--- src/rtl/skid_buffer_pkg.sv ---
// Shared types and default widths for the skid buffer and its helpers.
package skid_pkg;

  // Default data word width and stall counter width.
  localparam int N_DEF     = 16;
  localparam int CNT_W_DEF = 16;

  // Buffer fill state; encoding doubles as a compact occupancy hint.
  typedef enum logic [1:0] {
    EMPTY = 2'b00,
    BUSY  = 2'b01,
    FULL  = 2'b10
  } state_t;

  // Number of words held in a given state.
  function automatic logic [1:0] occ_of(input state_t s);
    case (s)
      EMPTY:   occ_of = 2'd0;
      BUSY:    occ_of = 2'd1;
      FULL:    occ_of = 2'd2;
      default: occ_of = 2'd0;
    endcase
  endfunction

endpackage

--- src/rtl/skid_buffer_if.sv ---
// Handshake bundle of the skid buffer: upstream and downstream valid/ready
// pairs, flush control and debug status.
interface skid_buffer_if
  import skid_pkg::*;
#(
  parameter int N     = N_DEF,
  parameter int CNT_W = CNT_W_DEF
);

  logic [N-1:0]     data_in;
  logic             in_valid;
  logic             in_ready;
  logic [N-1:0]     data_out;
  logic             out_valid;
  logic             out_ready;
  logic             flush;
  logic [1:0]       occupancy;
  logic [CNT_W-1:0] stall_count;

  // Environment side: producer, consumer and debug observer.
  modport master (
    output data_in, in_valid, out_ready, flush,
    input  in_ready, data_out, out_valid, occupancy, stall_count
  );

  // Buffer side.
  modport slave (
    input  data_in, in_valid, out_ready, flush,
    output in_ready, data_out, out_valid, occupancy, stall_count
  );

endinterface

--- src/rtl/skid_buffer_sat_counter.sv ---
// Saturating up-counter: increments on inc, sticks at all-ones, async clear.
module sat_counter #(
  parameter int W = 16
) (
  input  logic         clk,
  input  logic         rst,
  input  logic         inc,
  output logic [W-1:0] count
);

  // Next count value that stops at the top instead of wrapping.
  function automatic logic [W-1:0] sat_inc(input logic [W-1:0] v);
    if (&v) sat_inc = v;
    else    sat_inc = v + 1'b1;
  endfunction

  // Counter register.
  always_ff @(posedge clk or posedge rst) begin
    if (rst)      count <= '0;
    else if (inc) count <= sat_inc(count);
  end

endmodule

--- src/rtl/skid_buffer.sv ---
// Two-entry valid/ready skid buffer. Handshake outputs are decoded from the
// state register only, so out_ready never reaches in_ready combinationally.
module skid_buffer
  import skid_pkg::*;
#(
  parameter int N     = N_DEF,
  parameter int CNT_W = CNT_W_DEF
) (
  input  logic clk,
  input  logic rst,
  skid_buffer_if.slave bus
);

  state_t       state;
  logic [N-1:0] main_p0;
  logic [N-1:0] skid_p0;
  logic         in_fire;
  logic         out_fire;

  // Status decode straight from the state register.
  always_comb begin
    bus.in_ready  = (state != FULL);
    bus.out_valid = (state != EMPTY);
    bus.occupancy = occ_of(state);
    bus.data_out  = main_p0;
    in_fire       = bus.in_valid  & bus.in_ready;
    out_fire      = bus.out_valid & bus.out_ready;
  end

  // Fill state and word storage; flush empties without touching data_out.
  always_ff @(posedge clk or posedge rst) begin
    if (rst) begin
      state   <= EMPTY;
      main_p0 <= '0;
      skid_p0 <= '0;
    end else if (bus.flush) begin
      state <= EMPTY;
    end else begin
      case (state)
        EMPTY: begin
          if (in_fire) begin
            state   <= BUSY;
            main_p0 <= bus.data_in;
          end
        end
        BUSY: begin
          if (in_fire && out_fire) begin
            main_p0 <= bus.data_in;
          end else if (in_fire) begin
            state   <= FULL;
            skid_p0 <= bus.data_in;
          end else if (out_fire) begin
            state <= EMPTY;
          end
        end
        FULL: begin
          // in_ready is low here, so only the drain case exists.
          if (out_fire) begin
            state   <= BUSY;
            main_p0 <= skid_p0;
          end
        end
        default: state <= EMPTY;
      endcase
    end
  end

  // Downstream stall cycles, counted even in a flush cycle.
  sat_counter #(.W(CNT_W)) u_stall_cnt (
    .clk   (clk),
    .rst   (rst),
    .inc   (bus.out_valid & ~bus.out_ready),
    .count (bus.stall_count)
  );

endmodule

--- src/flat_wrapper.sv ---
// flat-port wrapper written by rule: the top's interface ports become plain ports
module skid_buffer_flat import skid_pkg::*;
#(
  parameter int N     = N_DEF,
  parameter int CNT_W = CNT_W_DEF
)
  (clk, rst, bus_data_in, bus_in_valid, bus_out_ready, bus_flush, bus_in_ready, bus_data_out, bus_out_valid, bus_occupancy, bus_stall_count);
  skid_buffer_if #(.N(N), .CNT_W(CNT_W)) bus_i ();
  input  logic clk;
  input  logic rst;
  input wire logic [$bits(bus_i.data_in)-1:0] bus_data_in;
  input wire logic [$bits(bus_i.in_valid)-1:0] bus_in_valid;
  input wire logic [$bits(bus_i.out_ready)-1:0] bus_out_ready;
  input wire logic [$bits(bus_i.flush)-1:0] bus_flush;
  output wire logic [$bits(bus_i.in_ready)-1:0] bus_in_ready;
  output wire logic [$bits(bus_i.data_out)-1:0] bus_data_out;
  output wire logic [$bits(bus_i.out_valid)-1:0] bus_out_valid;
  output wire logic [$bits(bus_i.occupancy)-1:0] bus_occupancy;
  output wire logic [$bits(bus_i.stall_count)-1:0] bus_stall_count;
  assign bus_i.data_in = bus_data_in;
  assign bus_i.in_valid = bus_in_valid;
  assign bus_i.out_ready = bus_out_ready;
  assign bus_i.flush = bus_flush;
  assign bus_in_ready = bus_i.in_ready;
  assign bus_data_out = bus_i.data_out;
  assign bus_out_valid = bus_i.out_valid;
  assign bus_occupancy = bus_i.occupancy;
  assign bus_stall_count = bus_i.stall_count;
  skid_buffer #(.N(N), .CNT_W(CNT_W)) u_core (.clk(clk), .rst(rst), .bus(bus_i));
endmodule
--- config.mk ---
export PLATFORM = sky130hd
export DESIGN_NAME = skid_buffer_flat
export DESIGN_NICKNAME = d
export VERILOG_FILES = /design/src/rtl/skid_buffer_pkg.sv /design/src/rtl/skid_buffer_if.sv /design/src/rtl/skid_buffer_sat_counter.sv /design/src/rtl/skid_buffer.sv /design/src/flat_wrapper.sv
export SDC_FILE = /design/constraint.sdc
export NUM_CORES = 1
export LEC_CHECK = 0
export CAP_MARGIN = 20
export CORE_ASPECT_RATIO = 0.75
export CORE_MARGIN = 10
export CORE_UTILIZATION = 53
export CTS_CLUSTER_SIZE = 24
export DETAILED_ROUTE_END_ITERATION = 10
export PLACE_DENSITY = 0.92
export SLEW_MARGIN = 20
export SYNTH_ARGS = -nofsm -noshare
export SYNTH_HDL_FRONTEND = slang
export SYNTH_HIERARCHICAL = 1
export SYNTH_SLANG_ARGS = --single-unit
--- constraint.sdc ---
create_clock -name clk -period 3.65 [get_ports clk]
set_input_delay 0.5475 -clock clk [delete_from_list [all_inputs] [get_ports clk]]
set_output_delay 0.5475 -clock clk [all_outputs]
set_load 0.03 [all_outputs]
# After elaboration in Yosys (flattened, before gate mapping)
# Cells that the tools add are included.
[op_classes]
add_sub_neg = 1
eq_ne = 10
muxes = 12
bitwise_logic = 7
reduce_logical = 9
[op_table]
columns = ["op", "count"]
rows = [
  ["two-way mux 16 bit", 3],
  ["one-hot mux 16 bit (3 select lines)", 1],
  ["adder 16 x 1 -> 16 bit (second input constant)", 1],
  ["AND reduction 16 bit", 1],
  ["two-way mux 2 bit", 6],
  ["AND reduction 4 bit", 2],
  ["!= test 2 x 1 -> 1 bit (second input constant)", 3],
  ["!= test 3 x 2 -> 1 bit (second input constant)", 2],
  ["one-hot mux 2 bit (3 select lines)", 1],
  ["AND reduction 5 bit", 1],
  ["!= test 4 x 2 -> 1 bit (second input constant)", 1],
  ["inverter 1 bit", 4],
  ["one-hot mux 2 bit (2 select lines)", 1],
  ["bitwise AND 1 bit", 3],
  ["!= test 3 bit (second input constant)", 1],
  ["nonzero test 3 bit", 1],
  ["== test 2 x 1 -> 1 bit (second input constant)", 1],
  ["== test 2 bit (second input constant)", 1],
  ["logical NOT 2 bit", 1],
  ["!= test 2 bit (second input constant)", 1],
  ["AND reduction 2 bit", 1],
  ["nonzero test 2 bit", 1],
  ["logical AND 1 bit", 1],
]
[word_totals]
ff_bits = 50
in_bits = 21
output_inout_bits = 36

# Logic depth before layout (Yosys ltp)
[logic_depth]
ltp_word = 7
depth_mapped = 7
mapped_depth_nobuf = 6

# Modules after synthesis
# The synthesis kept the hierarchy.
[modules_own_cells]
columns = ["module", "n_inst", "cells_per_inst", "area_each_um2"]
rows = [
  ["skid_buffer", 1, 106, 1611.5],
  ["sat_counter", 1, 73, 798.3],
]

# Worst setup path after synthesis
# Ideal clock, no wire load.
[synth_timing]
kind = "register to register"
start = "register u_core.u_stall_cnt.count[0]"
end = "register u_core.u_stall_cnt.count[1]"
setup_time_ps = 125
t_arrival_ps = 2002
slack_ps = 1523
stages_incl_launch_ff = 7
path_buffers = 1
synth_period_minus_slack_ps = 2127
path_cell_list = "dfrtp_1 > ha_1 > nand4_2 > or4_1 > buf_6 > nand2_4 > mux2_4"
[synth_between]
elab_chain_len = 3
word_cells_on_any_way = 4
cone_classes = "add/sub (1); bitwise (1); reduce/logical (2)"
[synth_rtl]
columns = ["element", "line_no", "text"]
rows = [
  ["from (decl)", "skid_buffer_sat_counter.sv:8", "output logic [W-1:0] count"],
  ["from (signal assigned)", "skid_buffer_sat_counter.sv:20", "else if (inc) count <= sat_inc(count);"],
  ["parallel branches: the longest is 3 deep, another holds adder 16 x 1 -> 16 bit", "n/a", ""],
]
# Several ways; the timed one is not identified.
# A chain may end at the register's enable or synchronous reset.

# Final worst setup path
[layout_timing]
start = "register u_core.state[0]"
end = "output port bus_occupancy[1]"
[layout_between]
elab_chain_len = 2
word_cells_on_any_way = 3
cone_classes = "eq/ne (2); mux (1)"
[layout_rtl]
columns = ["element", "line_no", "text"]
rows = [
  ["from (decl)", "skid_buffer.sv:14", "state_t state;"],
  ["from (signal assigned)", "skid_buffer.sv:33", "state <= EMPTY;"],
  ["from (signal assigned)", "skid_buffer.sv:37", "state <= EMPTY;"],
  ["from (signal assigned)", "skid_buffer.sv:42", "state <= BUSY;"],
  ["== test 2 bit / == test 2 x 1 -> 1 bit (equally long branches)", "skid_buffer_pkg.sv:17", "case (s)"],
  ["one-hot mux 2 bit (2 select lines) (*)", "skid_buffer_pkg.sv:17", ""],
  ["to (decl)", "flat_wrapper.sv:18", "output wire logic [$bits(bus_i.occupancy)-1:0] bus_occupancy;"],
]
# Mark *: on every way between the ends. The rest lies on a longest branch, timed or not.

==> qor.csv <==
stage;metric;value;unit
floorplan;die_w;97.9;µm
cells_and_area;antenna_cells_inserted;0;
clock_tree;clock_tree_from_tritoncts;built;
routing;met2RoutedLength;2.50;mm
grt;first_global_vias;1693;
power;p_per_area;517;nW/µm²
yosys;synth-seq-cells;50;
clock_tree;clk_latency;0.30;ns
yosys;syn-instance-count;179;
yosys;yosysTopAreaCell;sky130_fd_sc_hd__dfrtp_1;
floorplan;floorplan.io_pins;57;
critical_path;critPathLaunchType;flip-flop;
cells_and_area;fin_nets;261;
routing;routed_wl;5.20;mm
sta;totalNegativeSetupSlack;0;ns
min_path;min_path_type;flip-flop to flip-flop;
critical_path;critPathArrivalTime;2.03;ns
floorplan;initial_core_util;54.3;%
yosys;yosys-top-cells-area;sky130_fd_sc_hd__dfrtp_1, sky130_fd_sc_hd__mux2_2, sky130_fd_sc_hd__mux2_4;
routing;met3_wirelength;350;µm
clock_tree;ctsLongestPathBuffers;2;
sta;report.final.hold_viol_count;0;
critical_path;crit_start;u_core/state[0]$_DFFE_PP0P_;
clock_tree;clk_pin_slew;0.08;ns
routing;viasPerCell;5.40;
placed_design;routability_congestion_estimate;0.893;
sta;finalWorstSetupSlack;1.07;ns
clock_tree;clkSinkCount;50;
clock_tree;post_cts_hold_buffer_count;0;
sta;maxClockFrequency;388;MHz
routing;drt_first_iter_violations;59;
floorplan;core_area;4440;µm²
cells_and_area;post_route_cells_drive_above_1_share;27.9;%
routing;first_pass_iters;4;
min_path;worstHoldStart;u_core/skid_p0[12]$_DFFE_PP0P_;
power;power_frac_seq;47.3;%
grt;largest_net_degree_at_the_start_of_global_routing;35;
power;switching_power;516;µW
yosys;synth_async_sr_flop_share;100;%
critical_path;largest_fanout_on_the_critical_path;18;
critical_path;r2r_slack;1.43;ns
sta;drv_slew;0;
sta;max-slew-margin-rel;59.6;%
yosys;synth_enable_flop_cells;0;
cells_and_area;layout_commonest_cell;sky130_fd_sc_hd__clkdlybuf4s50_1;
yosys;synth-seq-area-share;51.9;%
floorplan;design.die.area;7670;µm²
sta;rsz0062_at_grt;false;
cells_and_area;mostFrequentLayoutCells;sky130_fd_sc_hd__clkdlybuf4s50_1, sky130_fd_sc_hd__dfrtp_1, sky130_fd_sc_hd__mux2_2;
power;power_frac_clock;20.6;%
power;power.total;1.60;mW
yosys;mapped_area;2410;µm²
yosys;syn-num-nets;201;
power;p_leak;1.30;nW
routing;routedWlPerCell;17.5;µm
yosys;synth_cell_type_count;37;
grt;grt_overflow;0;
clock_tree;cts_root_buf;sky130_fd_sc_hd__clkbuf_8;
grt;track_usage;13.9;%
routing;remaining_drc_errors;0;
critical_path;crit_path_end_kind;output port;
floorplan;die_h;78.4;µm
cells_and_area;area_delta_synth_final;28.7;%
routing;highest-signal-layer;met4;
yosys;syn_avg_cell_area;13.5;µm²
clock_tree;numCtsBuffers;5;
grt;wire_length_of_the_first_global_routing_pass;8.78;mm
critical_path;worstReg2RegStart;u_core/state[0]$_DFFE_PP0P_;
power;vdd_drop_max;0.330;mV
sta;setup_violations;0;
sta;finalCritPeriodShare;70.6;%
power;power.share.switching;32.2;%
power;pwr-share-comb;32.2;%
sta;finClkSkew;0.00839;ns
sta;worst_slew_pin_slew;0.606;ns
outcome;outcome;finished, final reports clean;
routing;via_count;1605;
yosys;yosys_warnings;6;
sta;final_min_period;2.58;ns
critical_path;timing_worst_setup_path_type;flip-flop to output port;
yosys;netlist.area_leader.share;51.9;%
clock_tree;cts_resized;0;
yosys;yosys_most_used_dff;sky130_fd_sc_hd__dfrtp_1;
routing;met1Wirelength;2.26;mm
critical_path;worst-endpoint-required;3.10;ns
placed_design;detailedPlace.worstSlack;1.05;ns
job;max_cap_violations;0;
placed_design;port-buffer-count;56;
grt;grt_antenna_before_repair;0;
placed_design;placed_wire_length_estimate_after_detailed_placement;3.78;mm
clock_tree;post_cts.repair.setup_buffers;0;
cells_and_area;fillerInstances;318;
floorplan;num_rows;21;
clock_tree;h_tree_depth;2;
power;internal_power;1.09;mW
cells_and_area;layout.core_utilization;69.8;%
routing;drtAntennaViolNets;0;
-- power groups by stage --
stage / sequential (mW) / clock (mW) / combinational (mW)
2_1_floorplan: 0.875 / 0 / 0.197
4_1_cts: 0.759 / 0.336 / 0.524
5_1_grt: 0.779 / 0.366 / 0.552
3_3_place_gp: 0.761 / 0 / 0.508
6_report: 0.758 / 0.330 / 0.516
3_5_place_dp: 0.768 / 0 / 0.521
-- state kept, by name, indices dropped and copies added, names as in the netlist --
signal,flops
u_core/bus.data_out,16
u_core/skid_p0,16
u_core/state,2
u_core/u_stall_cnt/count,16
-- synth_stat cells (2+ instances only) --
library cell              instances
sky130_fd_sc_hd__a21oi_1          2
sky130_fd_sc_hd__and2b_1          2
sky130_fd_sc_hd__buf_2            2
sky130_fd_sc_hd__buf_6            2
sky130_fd_sc_hd__dfrtp_1         50
sky130_fd_sc_hd__inv_1            4
sky130_fd_sc_hd__mux2_2          39
sky130_fd_sc_hd__mux2_4          11
sky130_fd_sc_hd__nand2_1          5
sky130_fd_sc_hd__nand3_1          9
sky130_fd_sc_hd__nand4_1          5
sky130_fd_sc_hd__nor2_1           6
sky130_fd_sc_hd__nor2b_1          2
sky130_fd_sc_hd__nor3_1           2
sky130_fd_sc_hd__nor4_1           3
sky130_fd_sc_hd__or4_1            2
sky130_fd_sc_hd__xnor2_1         10
sky130_fd_sc_hd__xor2_1           4
-- path summary, 6_finish.rpt --
kind / end / depth (start not counted)
setup / recovery: bus_occupancy[1] / 3
hold / removal: u_core/skid_p0[12]$_DFFE_PP0P_ / 1
setup reg to reg: u_core/u_stall_cnt/count[13]$_DFFE_PP0P_ / 6
hold reg to reg: u_core/skid_p0[12]$_DFFE_PP0P_ / 1
max in group asynchronous: u_core/u_stall_cnt/count[7]$_DFFE_PP0P_ / 2
min in group asynchronous: u_core/u_stall_cnt/count[5]$_DFFE_PP0P_ / 2
-- per-layer routing --
layer  track usage (%)  vias up
li1                  -      756
met1              17.6      791
met2              21.4       50
met3              4.64        8
met4              5.80        0
met5                 0        -
-- stage by stage --
| step | hold slack (ns) | cells | area, µm² |
|---|---|---|---|
| detailed placement | 0.488 | 289 | 3010 |
| finish | 0.507 | 297 | 3100 |
| floorplan | 0.461 | 179 | 2410 |
| global route | 0.529 | 297 | 3100 |
| global placement | 0.481 | 289 | 3010 |
| CTS | 0.503 | 297 | 3100 |
-- cell type report --
| type | count | area [µm²] | area share [%] |
|---|---|---|---|
| Sequential cell | 50 | 1250 | 40.4 |
| Inverter | 4 | 15.0 | 0.484 |
| Tap cell | 57 | 71.3 | 2.30 |
| Timing Repair Buffer | 59 | 583 | 18.8 |
| Clock inverter | 1 | 5.00 | 0.161 |
| Multi-Input combinational cell | 119 | 1090 | 35.1 |
| Clock buffer | 7 | 86.3 | 2.78 |
-- worst max-delay path, stage by stage (launching register included) --
cell	delay, ns
sky130_fd_sc_hd__dfrtp_1	0.49
sky130_fd_sc_hd__nor2b_1	0.22
sky130_fd_sc_hd__buf_4	0.30
sky130_fd_sc_hd__clkdlybuf4s50_1	0.72
-- cells by family (layout without fill, tap and decap cells) --
family	count (synthesis)	after routing	share of synthesized area [%]
adders and majority gates	1	1	0.519
and+or+nand+nor	47	47	11.8
muxes	51	51	25.5
xor gates and xnor gates	14	14	5.09
buffers and inverters	10	71	2.91
DFF	50	50	51.9
AOI/OAI and AO/OA	6	6	2.28
Power figures use the tool's default switching activity.
